`config.mk`:
```
export PLATFORM = sky130hd
export DESIGN_NAME = layer_output_collector
export DESIGN_NICKNAME = d
export VERILOG_FILES = /design/src/rtl/layer_output_collector.sv
export SDC_FILE = /design/constraint.sdc
export NUM_CORES = 1
export LEC_CHECK = 0
export CAP_MARGIN = 20
export CORE_ASPECT_RATIO = 1.4
export CORE_MARGIN = 2
export CORE_UTILIZATION = 56
export CTS_CLUSTER_DIAMETER = 150
export DETAILED_ROUTE_END_ITERATION = 8
export DONT_BUFFER_PORTS = 1
export GPL_TIMING_DRIVEN = 1
export PLACE_DENSITY = 0.74
export RECOVER_POWER = 25
export SLEW_MARGIN = 0
export SYNTH_ARGS = -nofsm -noshare
export SYNTH_HDL_FRONTEND = slang
export SYNTH_SLANG_ARGS = --single-unit
```
`constraint.sdc`:
```
create_clock -name clk -period 4.9 [get_ports clk]
set_input_delay 0.245 -clock clk [delete_from_list [all_inputs] [get_ports clk]]
set_output_delay 0.245 -clock clk [all_outputs]
set_load 0.02 [all_outputs]
```
`src/rtl/layer_output_collector.sv`:
```
// layer_output_collector
//  Purpose : packs the serial output beats of the last neuron layer into one
//            NEURON_NB*WIDTH frame and sequences the arg-max selector
//            (enable -> wait done -> clear) before accepting the next frame.
//  Ports   : clk/reset (async, active-high); in_valid/in_ready/in_data/in_last
//            upstream beat handshake; max_enable/max_done/max_clear selector
//            sequencing; out_data packed frame (slot k at [WIDTH*k +: WIDTH]);
//            frame_cnt frames delivered (wraps); frame_err sticky framing error.
//  Timing  : max_enable rises the cycle after the final beat is accepted; the
//            first beat of the next frame is accepted at the earliest 2 cycles
//            after max_done is sampled. All outputs are registered.
module layer_output_collector #(
  parameter int NEURON_NB = 10,
  parameter int WIDTH     = 16
) (
  input  logic                       clk,
  input  logic                       reset,
  input  logic                       in_valid,
  output logic                       in_ready,
  input  logic [WIDTH-1:0]           in_data,
  input  logic                       in_last,
  output logic                       max_enable,
  input  logic                       max_done,
  output logic                       max_clear,
  output logic [WIDTH*NEURON_NB-1:0] out_data,
  output logic [7:0]                 frame_cnt,
  output logic                       frame_err
);

  localparam int PTR_W = $clog2(NEURON_NB);
  localparam logic [PTR_W-1:0] PTR_LAST = PTR_W'(NEURON_NB - 1);
  localparam logic [PTR_W-1:0] PTR_ONE  = PTR_W'(1);

  typedef enum logic [1:0] {
    COLLECT = 2'd0,
    FULL    = 2'd1,
    CLEAR   = 2'd2
  } state_t;

  state_t           state;
  logic [PTR_W-1:0] ptr;

  always_ff @(posedge clk or posedge reset) begin
    if (reset) begin
      state      <= COLLECT;
      ptr        <= '0;
      in_ready   <= 1'b1;
      max_enable <= 1'b0;
      max_clear  <= 1'b0;
      out_data   <= '0;
      frame_cnt  <= 8'd0;
      frame_err  <= 1'b0;
    end else begin
      case (state)
        COLLECT: begin
          // in_ready is always high in this state, so it doubles as the
          // acceptance qualifier.
          if (in_valid && in_ready) begin
            for (int k = 0; k < NEURON_NB; k++) begin
              if (PTR_W'(k) == ptr) begin
                out_data[WIDTH*k +: WIDTH] <= in_data;
              end else if (in_last && (PTR_W'(k) > ptr)) begin
                // Short frame: slots past the final beat must read as zero.
                out_data[WIDTH*k +: WIDTH] <= '0;
              end
            end
            if (in_last || (ptr == PTR_LAST)) begin
              state      <= FULL;
              in_ready   <= 1'b0;
              max_enable <= 1'b1;
              // Well-formed frame: in_last exactly on the last slot. Any
              // other way of ending the frame is a framing error.
              if (in_last != (ptr == PTR_LAST)) begin
                frame_err <= 1'b1;
              end
            end else begin
              ptr <= ptr + PTR_ONE;
            end
          end
        end

        FULL: begin
          if (max_done) begin
            state      <= CLEAR;
            max_enable <= 1'b0;
            max_clear  <= 1'b1;
            frame_cnt  <= frame_cnt + 8'd1;
            out_data   <= '0;
            ptr        <= '0;
          end
        end

        CLEAR: begin
          state     <= COLLECT;
          max_clear <= 1'b0;
          in_ready  <= 1'b1;
        end

        default: begin
          state      <= COLLECT;
          ptr        <= '0;
          in_ready   <= 1'b1;
          max_enable <= 1'b0;
          max_clear  <= 1'b0;
        end
      endcase
    end
  end

endmodule
```
* After elaboration in Yosys (flattened, before gate mapping)
Index checks and enable logic that the tools add are counted.
** Word-level totals
- RAM bits :: 0
- Latch bits :: 0
- Logic and storage cells :: 131
- Bits in read-only memories :: 0
- Memories :: 0
- Input bits :: 21
- Output and inout bits :: 172
- Register bits after elaboration :: 178
** Cells by class
- Bitwise operators :: 3
- Magnitude comparators :: 10
- Div/mod/pow operators :: 0
- Multipliers :: 0
- Equality and inequality tests :: 27
- Mux-type cells :: 40
- Shift operators :: 0
- $add $sub $neg :: 2
- Reduce and logical (&&, ||, !) cells :: 32
** Operators by type and width (count)
- 2-to-1 mux 16 bit :: 20
- 2-to-1 mux 160 bit :: 2
- case mux 160 bit (2 select lines) :: 1
- AND reduction 4 bit :: 13
- inequality test 3 bit (second input constant) :: 10
- equality test 3 x 4 -> 1 bit (first input constant) :: 4
- > comparator 3 x 4 -> 1 bit (first input constant) :: 4
- 2-to-1 mux 4 bit :: 3
- case mux 4 bit (3 select lines) :: 1
- logical AND 1 bit :: 11
- adder 8 x 1 -> 8 bit (second input constant) :: 1
- equality test 2 x 4 -> 1 bit (first input constant) :: 2
- equality test 4 bit (first input constant) :: 2
- > comparator 1 x 4 -> 1 bit (first input constant) :: 2
- > comparator 2 x 4 -> 1 bit (first input constant) :: 2
- > comparator 4 bit (first input constant) :: 2
- inequality test 2 bit (second input constant) :: 4
- 2-to-1 mux 1 bit :: 6
- 2-to-1 mux 2 bit :: 3
- AND reduction 3 bit :: 2
- adder 4 x 1 -> 4 bit (second input constant) :: 1
- equality test 1 x 4 -> 1 bit (first input constant) :: 1
- equality test 4 bit (second input constant) :: 1
- zero test 4 bit :: 1
- 11 further kinds :: 15

* Depth between registers and ports, before layout
Gate-level depths: netlist (run 1).
- Word-level depth :: 6
- Gate-level depth with buffers :: 9

* Worst setup path after synthesis (run 1)
No wires, ideal clock.
- Path type :: reg-to-reg
- Start point :: register ptr[1]
- End point :: register ptr[3]
- Library setup time :: 0.124 ns
- Cell stages (with the launch flop) :: 9
- Data required time :: 4.776 ns
- Data arrival time :: 2.096 ns
- Slack :: 2.680 ns
- Cells stage by stage :: dfrtp_1 > buf_6 > or4_1 > buf_2 > buf_2 > ha_1 > a31oi_1 > or4_1 > nand3_1
** Between the ends
- Word-level cells in the longest chain between the ends :: 4
- Elaborated cells on any way between the ends :: 8
- Those cells by class :: add/sub (1); eq/ne (2); mux (3); reduce/logical (2)
** Ends and longest elaborated chain
- start: declaration :: line 41 : logic [PTR_W-1:0] ptr;
- start signal: assignment :: line 77 : ptr <= ptr + PTR_ONE;
- adder 4 x 1 -> 4 bit / equality test 4 bit (equally long branches) :: line 77, 67
- 2-to-1 mux 4 bit / logical OR 1 bit (equally long branches) :: line 67 : if (in_last || (ptr == PTR_LAST)) begin
- 2-to-1 mux 4 bit / inequality test 2 bit (equally long branches)
- case mux 4 bit (3 select lines) / AND reduction 4 bit (equally long branches)
Several ways; a longest one is shown, not always the timed one. The select of a mux whose other input is x is not followed.
A chain may end at the register's enable or synchronous reset.

* Final worst setup path (run 1)
- Start point :: register ptr[3]
- End point :: register ptr[2]
** Between the ends
- Word-level cells in the longest chain between the ends :: 4
** Ends and longest elaborated chain (line)
- equality test 4 bit :: 67
- logical OR 1 bit :: 67
- inequality test 2 bit (no line)
- AND reduction 4 bit (no line)
Every way passes these cells.

==> out/results.txt, run 1 <==
cts bufs inserted: 17
CTS Buffer Depth: 2
Final setup violation count: 0
vias per cell: 6.90
count of input and output buffers: 0
largest net degree at the start of global routing: 179
Synth Area in Adders: 1.09%
first-pass GRT wire length: 28100 µm
worst-path maximum fanout: 17
post-CTS setup buffer count: 0
CTS tree: yes
Async S/R FF share, synth: 100%
mux cell area share after synthesis: 0.328%
Antenna Cells: 0
aggregate global-route resource usage: 28.1%
Die W: 97.5 µm
Setup Skew: 0.0114 ns
max-slew violation count: 0
Yosys top cell by area: dfrtp_1
Max VDD drop: 0.275 mV
compound-gate portion of the synthesized area: 24.0%
setup TNS: 0 ns
RSZ-0062 raised after global routing: no
Synth-to-Final Area Change: 11.2%
cell total after placement: 606
Final GP Congestion: 0.856
Power Density: 607 mW/mm²
Post-Route WL: 18300 µm
Commonest cells post-synth: dfrtp_1, o2bb2ai_1, nand2_1
xor and xnor area share after synthesis: 0.894%
core area: 0.0119 mm²
FF/Latch Area: 0.00446 mm²
Syn Inst Count: 490
DR DRC count: 0
WL per Instance: 28.0 µm
CTS resizes: 0
Final Hold Viols: 13
fraction of layout cells with a size suffix above 1: 11.6%
Net Count, Synth: 517
total iterations of the first detailed-routing run: 4
min cycle time layout: 2.81 ns
Clock Sinks: 178
top cell family by delay on the critical path: simple AND/OR/NAND/NOR gates
Critical Path Most Common Cell: o21ai_0
Tcrit/Tclk final: 57.3%
CP max-delay cell: or4_1
Post-DP HPWL: 12000 µm
post-synthesis simple-gate area fraction: 5.62%
status: finished, violations left
Critical Path End Type: flop
crit-path max cell delay: 0.83 ns
overall power: 4.63 mW
Multi-input gate area: 0.00219 mm²
Worst Path Buf+Inv: 1
reg2reg path depth: 6
main flop type after synthesis: dfrtp_1
routed vias: 4512
failing checks: negative hold slack
setup slack, reg-to-reg: 2.09 ns
Overflow after GRT: 0
CTS hold repair buffers: 16
# rows: 47
synth warn: 0
max_slew headroom: 39.2%
Layout fillers: 884
post-synth top area share: 64.6%
maxcap violations: 0
vias in the first global route: 4564
boundary pin count: 193
Avg Cell Area, Syn: 14.0 µm²
Least-Margin Pin Slew: 0.912 ns
Max Clk Rate: 0.356 GHz
cells along the critical path: inv_1, or4_1, ha_1, a31oi_1, o21ai_0, o21ai_0
worst setup path class: reg2reg
RR Endpoint: ptr[2]
critical path required time: 5.24 ns
most common cell in the netlist: dfrtp_1
RR Startpoint: ptr[3]
initial antenna violation count: 0
post-route insts no fill: 654
crit path DAT: 3.14 ns
crit path launch type: flop
largest family of logic cells by synthesized area: compound AO/OA/AOI/OAI gates
Seq/Total Area, Yosys: 65.0%
Initial Util: 57.7%
worst hold path class: in2async
synthesized flop and latch total: 178
NumNets Final: 521
ranking of synthesized cells by area: dfrtp_1, o2bb2ai_1, o2bb2ai_2, a22o_1, nand2_1
total die area: 0.0132 mm²
Mapped Area: 0.00686 mm²
EDFF count, synth: 0
Post-DRT Antenna Nets: 0
CTS root buf: clkbuf_16
Hold Slack: -0.0102 ns
Leak: 3.34 nW
Clock transition at path regs: 0.07 ns
Worst-Skew Late Latency: 0.43 ns
die height: 135 µm
initial drt markers: 259
CTS H-tree lvls: 4
Cell variety after synth: 45
==> state kept, by name (all words and copies together) (netlist names) <==
name	cells
in_ready	1
frame_cnt	8
ptr	4
out_data	160
state	2
max_clear	1
max_enable	1
frame_err	1
==> power breakdown <==
part	switching, mW	internal [mW]	total, mW
Clock	0.595	0.765	1.36
Sequential	0.608	1.74	2.35
Combinational	0.611	0.308	0.919
Total	1.81	2.81	4.63
==> worst max-delay path by stage <==
stage | start | cells past startpoint | slack [ns] | end
3_3_place_gp | in_ready | 4 | 2.40 | out_data[63]
6_report | ptr[3] | 6 | 2.09 | ptr[2]
5_1_grt | ptr[3] | 6 | 1.95 | ptr[2]
4_1_cts | ptr[3] | 6 | 2.19 | ptr[2]
3_5_place_dp | ptr[3] | 6 | 2.22 | ptr[2]
2_1_floorplan | reset | 1 | 2.38 | frame_cnt[0]
==> area by class of cell <==
| cell class | count | area share [%] |
|---|---|---|
| sequential | 178 | 58.4 |
| multi-input combinational | 272 | 28.8 |
| clock buffer | 20 | 5.72 |
| tap | 147 | 2.41 |
| timing repair buffer | 17 | 2.36 |
| clock inverter | 12 | 1.94 |
| inverter | 8 | 0.410 |
==> cells in the final DEF, fill, tap and decap left out, drive strengths merged, types with 2 or more instances in the layout <==
cell type,count
dfrtp,177
o2bb2ai,142
nand2,32
clkbuf,20
dlygate4sd3,16
a22o,15
nand3,12
inv,12
o21ai,11
nor2,9
xnor2,6
ha,6
o21a,4
nand4,4
clkinv,4
nand2b,3
nand3b,3
mux2,2
o22ai,2
a21oi,2
or4,2
bufinv,2
nor2b,2
o311ai,2
o211ai,2
a31oi,2
clkinvlp,2
==> cell families (layout without fill, tap and decap cells) <==
group                    count (synthesis)  count (layout)
buffers and inverters                   40              57
flip-flops                             178             178
XOR/XNOR                                 7               7
AND/OR/NAND/NOR                         73              73
AO/OA/AOI/OAI                          184             184
multiplexers                             2               2
adder cells (fa/ha/maj)                  6               6
==> per-layer routing <==
layer / wire length [µm] / up-vias / track usage [%] / part of all wire (%)
met2: 9480 / 246 / 45.9 / 52
met4: 498 / 0 / 10.5 / 2.7
li1: - / 1886 / - / -
met1: 6940 / 2340 / 35.7 / 38
met5: 0 / - / 0 / 0
met3: 1380 / 40 / 8.75 / 7.6
==> metrics by stage <==
stage	util, %	cell area (µm²)	setup slack [ns]	hold WS [ns]
detailed placement	58.0	6890	2.22	0.341
global placement	58.0	6890	2.40	0.336
global route	64.2	7630	1.95	0.0690
CTS	64.2	7630	2.19	0.0156
floorplan	-	6860	2.38	0.334
finish	64.2	7630	2.09	-0.0102
==> worst reg2reg max path: stages, from the launching register on <==
cell	delay, ns
dfrtp_1	0.55
inv_1	0.16
or4_1	0.83
ha_1	0.42
a31oi_1	0.43
o21ai_0	0.20
o21ai_0	0.13
No activity file was read; power rests on OpenSTA's default activity.
==> inputs of run 2 (changes only) <==
Clock period 4.9 ns to 2.35 ns, I/O delays scaled along.
==> run 2 against run 1 <==
Effect of this change:
- the flow now finishes without violations
- combinational power is 130% higher
- global-route usage is 0.28 points higher
- critical path depth is 1 lower
- fmax is 27% higher
- sequential power is 110% higher
- count of clock-buffer cells in the layout is 1 higher
- clock power is 110% higher
- core utilization is 1.8 points higher
- hold slack better by 0.13 ns
- worst setup slack worse by 2.0 ns
- critical path type unchanged
- largest power group unchanged
==> out/results.txt, run 2 (same netlist as run 1, synthesis figures left out) <==
overall power: 9.72 mW (was 4.63 mW)
min cycle time layout: 2.22 ns (was 2.81 ns)
status: complete, no violations (was finished, violations left)
Overflow after GRT: 0 (unchanged)
Final GP Congestion: 0.812 (was 0.856)
most common cell after layout, fill and taps aside: dfrtp_1 (unchanged)
max_slew headroom: 4.76% (was 39.2%)
Clock Sinks: 178 (unchanged)
die height: 135 µm (unchanged)
Worst Path Buf+Inv: 2 (was 1)
crit-path max cell delay: 0.57 ns (was 0.83 ns)
Synth-to-Final Area Change: 14.3% (was 11.2%)
Die W: 97.5 µm (unchanged)
crit path launch type: flop (unchanged)
routed vias: 4633 (was 4512)
max-slew violation count: 0 (unchanged)
total iterations of the first detailed-routing run: 5 (was 4)
worst-path maximum fanout: 12 (was 17)
worst setup path class: reg2reg (unchanged)
Antenna Cells: 0 (unchanged)
Max Clk Rate: 0.451 GHz (was 0.356 GHz)
max reg flops: 160 (unchanged)
crit path DAT: 2.57 ns (was 3.14 ns)
Post-DRT Antenna Nets: 0 (unchanged)
boundary pin count: 193 (unchanged)
CP max-delay cell: dlygate4sd3_1 (was or4_1)
cells along the critical path: inv_1, or4_1, ha_1, o22ai_1, dlygate4sd3_1 (was inv_1, or4_1, ha_1, a31oi_1, o21ai_0, o21ai_0)
CTS tree: yes (unchanged)
Max VDD drop: 0.731 mV (was 0.275 mV)
CTS root buf: clkbuf_16 (unchanged)
largest net degree at the start of global routing: 62 (was 179)
Post-Route WL: 18200 µm (was 18300 µm)
vias per cell: 6.84 (was 6.90)
total die area: 0.0132 mm² (unchanged)
Initial Util: 57.7% (unchanged)
Setup Skew: 0.00897 ns (was 0.0114 ns)
WL per Instance: 26.9 µm (was 28.0 µm)
cell total after placement: 624 (was 606)
hold-critical path depth: 2
RR Startpoint: ptr[3] (unchanged)
Leak: 3.45 nW (was 3.34 nW)
hold path start: in_data[15]
cts bufs inserted: 17 (unchanged)
DR DRC count: 0 (unchanged)
core area: 0.0119 mm² (unchanged)
Clock transition at path regs: 0.06 ns (was 0.07 ns)
Least-Margin Pin Slew: 1.42 ns (was 0.912 ns)
CTS H-tree lvls: 4 (unchanged)
reg2reg path depth: 5 (was 6)
vias in the first global route: 4673 (was 4564)
first-pass GRT wire length: 28400 µm (was 28100 µm)
count of input and output buffers: 0 (unchanged)
CP Launch Point: ptr[3] (unchanged)
Post-DP HPWL: 12300 µm (was 12000 µm)
RSZ-0062 raised after global routing: no (unchanged)
setup slack, reg-to-reg: 0.13 ns (was 2.09 ns)
Final Hold Viols: 0 (was 13)
Final Util: 66.0% (was 64.2%)
critical path required time: 2.70 ns (was 5.24 ns)
initial antenna violation count: 0 (unchanged)
maxcap violations: 0 (unchanged)
post-route insts no fill: 677 (was 654)
NumNets Final: 544 (was 521)
fraction of layout cells with a size suffix above 1: 14.7% (was 11.6%)
# rows: 47 (unchanged)
Final WS setup: 0.131 ns (was 2.09 ns)
top cell family by delay on the critical path: buffers and inverters (was simple AND/OR/NAND/NOR gates)
aggregate global-route resource usage: 28.4% (was 28.1%)
setup TNS: 0 ns (unchanged)
Tcrit/Tclk final: 94.4% (was 57.3%)
Top reg by flops: out_data (unchanged)
Worst-Skew Late Latency: 0.42 ns (was 0.43 ns)
Layout fillers: 823 (was 884)
Final setup violation count: 0 (unchanged)
hold endpoint: out_data[31]
Critical Path End Type: flop (unchanged)
Place WS: 0.114 ns (was 2.22 ns)
initial drt markers: 270 (was 259)
Power Density: 1240 mW/mm² (was 607 mW/mm²)
RR Endpoint: state[0] (was ptr[2])
largest registers: out_data: 160 flops, frame_cnt: 8 flops, ptr: 4 flops (unchanged)
CTS Buffer Depth: 2 (unchanged)
worst hold path class: in2reg (was in2async)
most frequent cells in the layout: dfrtp_1, o2bb2ai_1, nand2_1 (unchanged)
## run 2: cell count changes in the layout (fill, tap and decap cells not counted), sizes merged
cell | previous run | this run
inv | 12 | 10
clkinv | 4 | 3
dlygate4sd3 | 16 | 21
clkinvlp | 2 | 4
buf | 1 | 19
clkbuf | 20 | 21
## run 2: worst max path at each step
stage	to	slack (ns)	cells after the start
floorplan	frame_cnt[0]	-0.05	1
global placement	out_data[111]	0.25	6
detailed placement	ptr[3]	0.11	6
CTS	state[0]	0.07	5
global route	state[0]	0.02	5
finish	state[0]	0.13	5
## run 2: worst reg2reg max path, cell delays in order (launching register included)
cell	delay, ns
dfrtp_2	0.47
inv_1	0.12
or4_1	0.52
ha_1	0.29
o22ai_1	0.19
dlygate4sd3_1	0.57
## run 2: per-stage QoR
stage          hold slack, ns  cell area, µm²
4_1_cts                 0.103            7850
2_1_floorplan           0.207            6860
5_1_grt                 0.128            7840
3_3_place_gp            0.128            7050
6_report                0.121            7840
3_5_place_dp            0.124            7050
## run 2: cell type report
| class | instances | area (µm²) | share of cell area, % |
|---|---|---|---|
| well taps | 147 | 184 | 2.35 |
| inverters | 8 | 31.3 | 0.399 |
| flip-flops and latches | 178 | 4460 | 56.8 |
| multi-input cells | 272 | 2190 | 27.9 |
| clock buffers | 21 | 460 | 5.87 |
| repair buffers | 40 | 390 | 4.98 |
| clock inverters | 11 | 128 | 1.63 |
## run 2: power breakdown
part	leakage, nW	internal (mW)	total (mW)	switching, mW
combinational	0.737	0.755	2.07	1.32
sequential	2.43	3.63	4.85	1.21
clock	0.280	1.63	2.80	1.17
## run 2: repair_timing
item,4_1_cts,5_1_grt
setup endpoints to repair,0,4
buffers inserted,0,0
hold buffers,21,0
hold endpoints to repair,50,0
resized for setup,0,1
## run 2: metal layers
metal  wire length [µm]  global-route usage, %
met4                694                   13.0
met2               9190                   45.6
met5                  0                      0
met3               1510                   8.44
met1               6810                   35.9
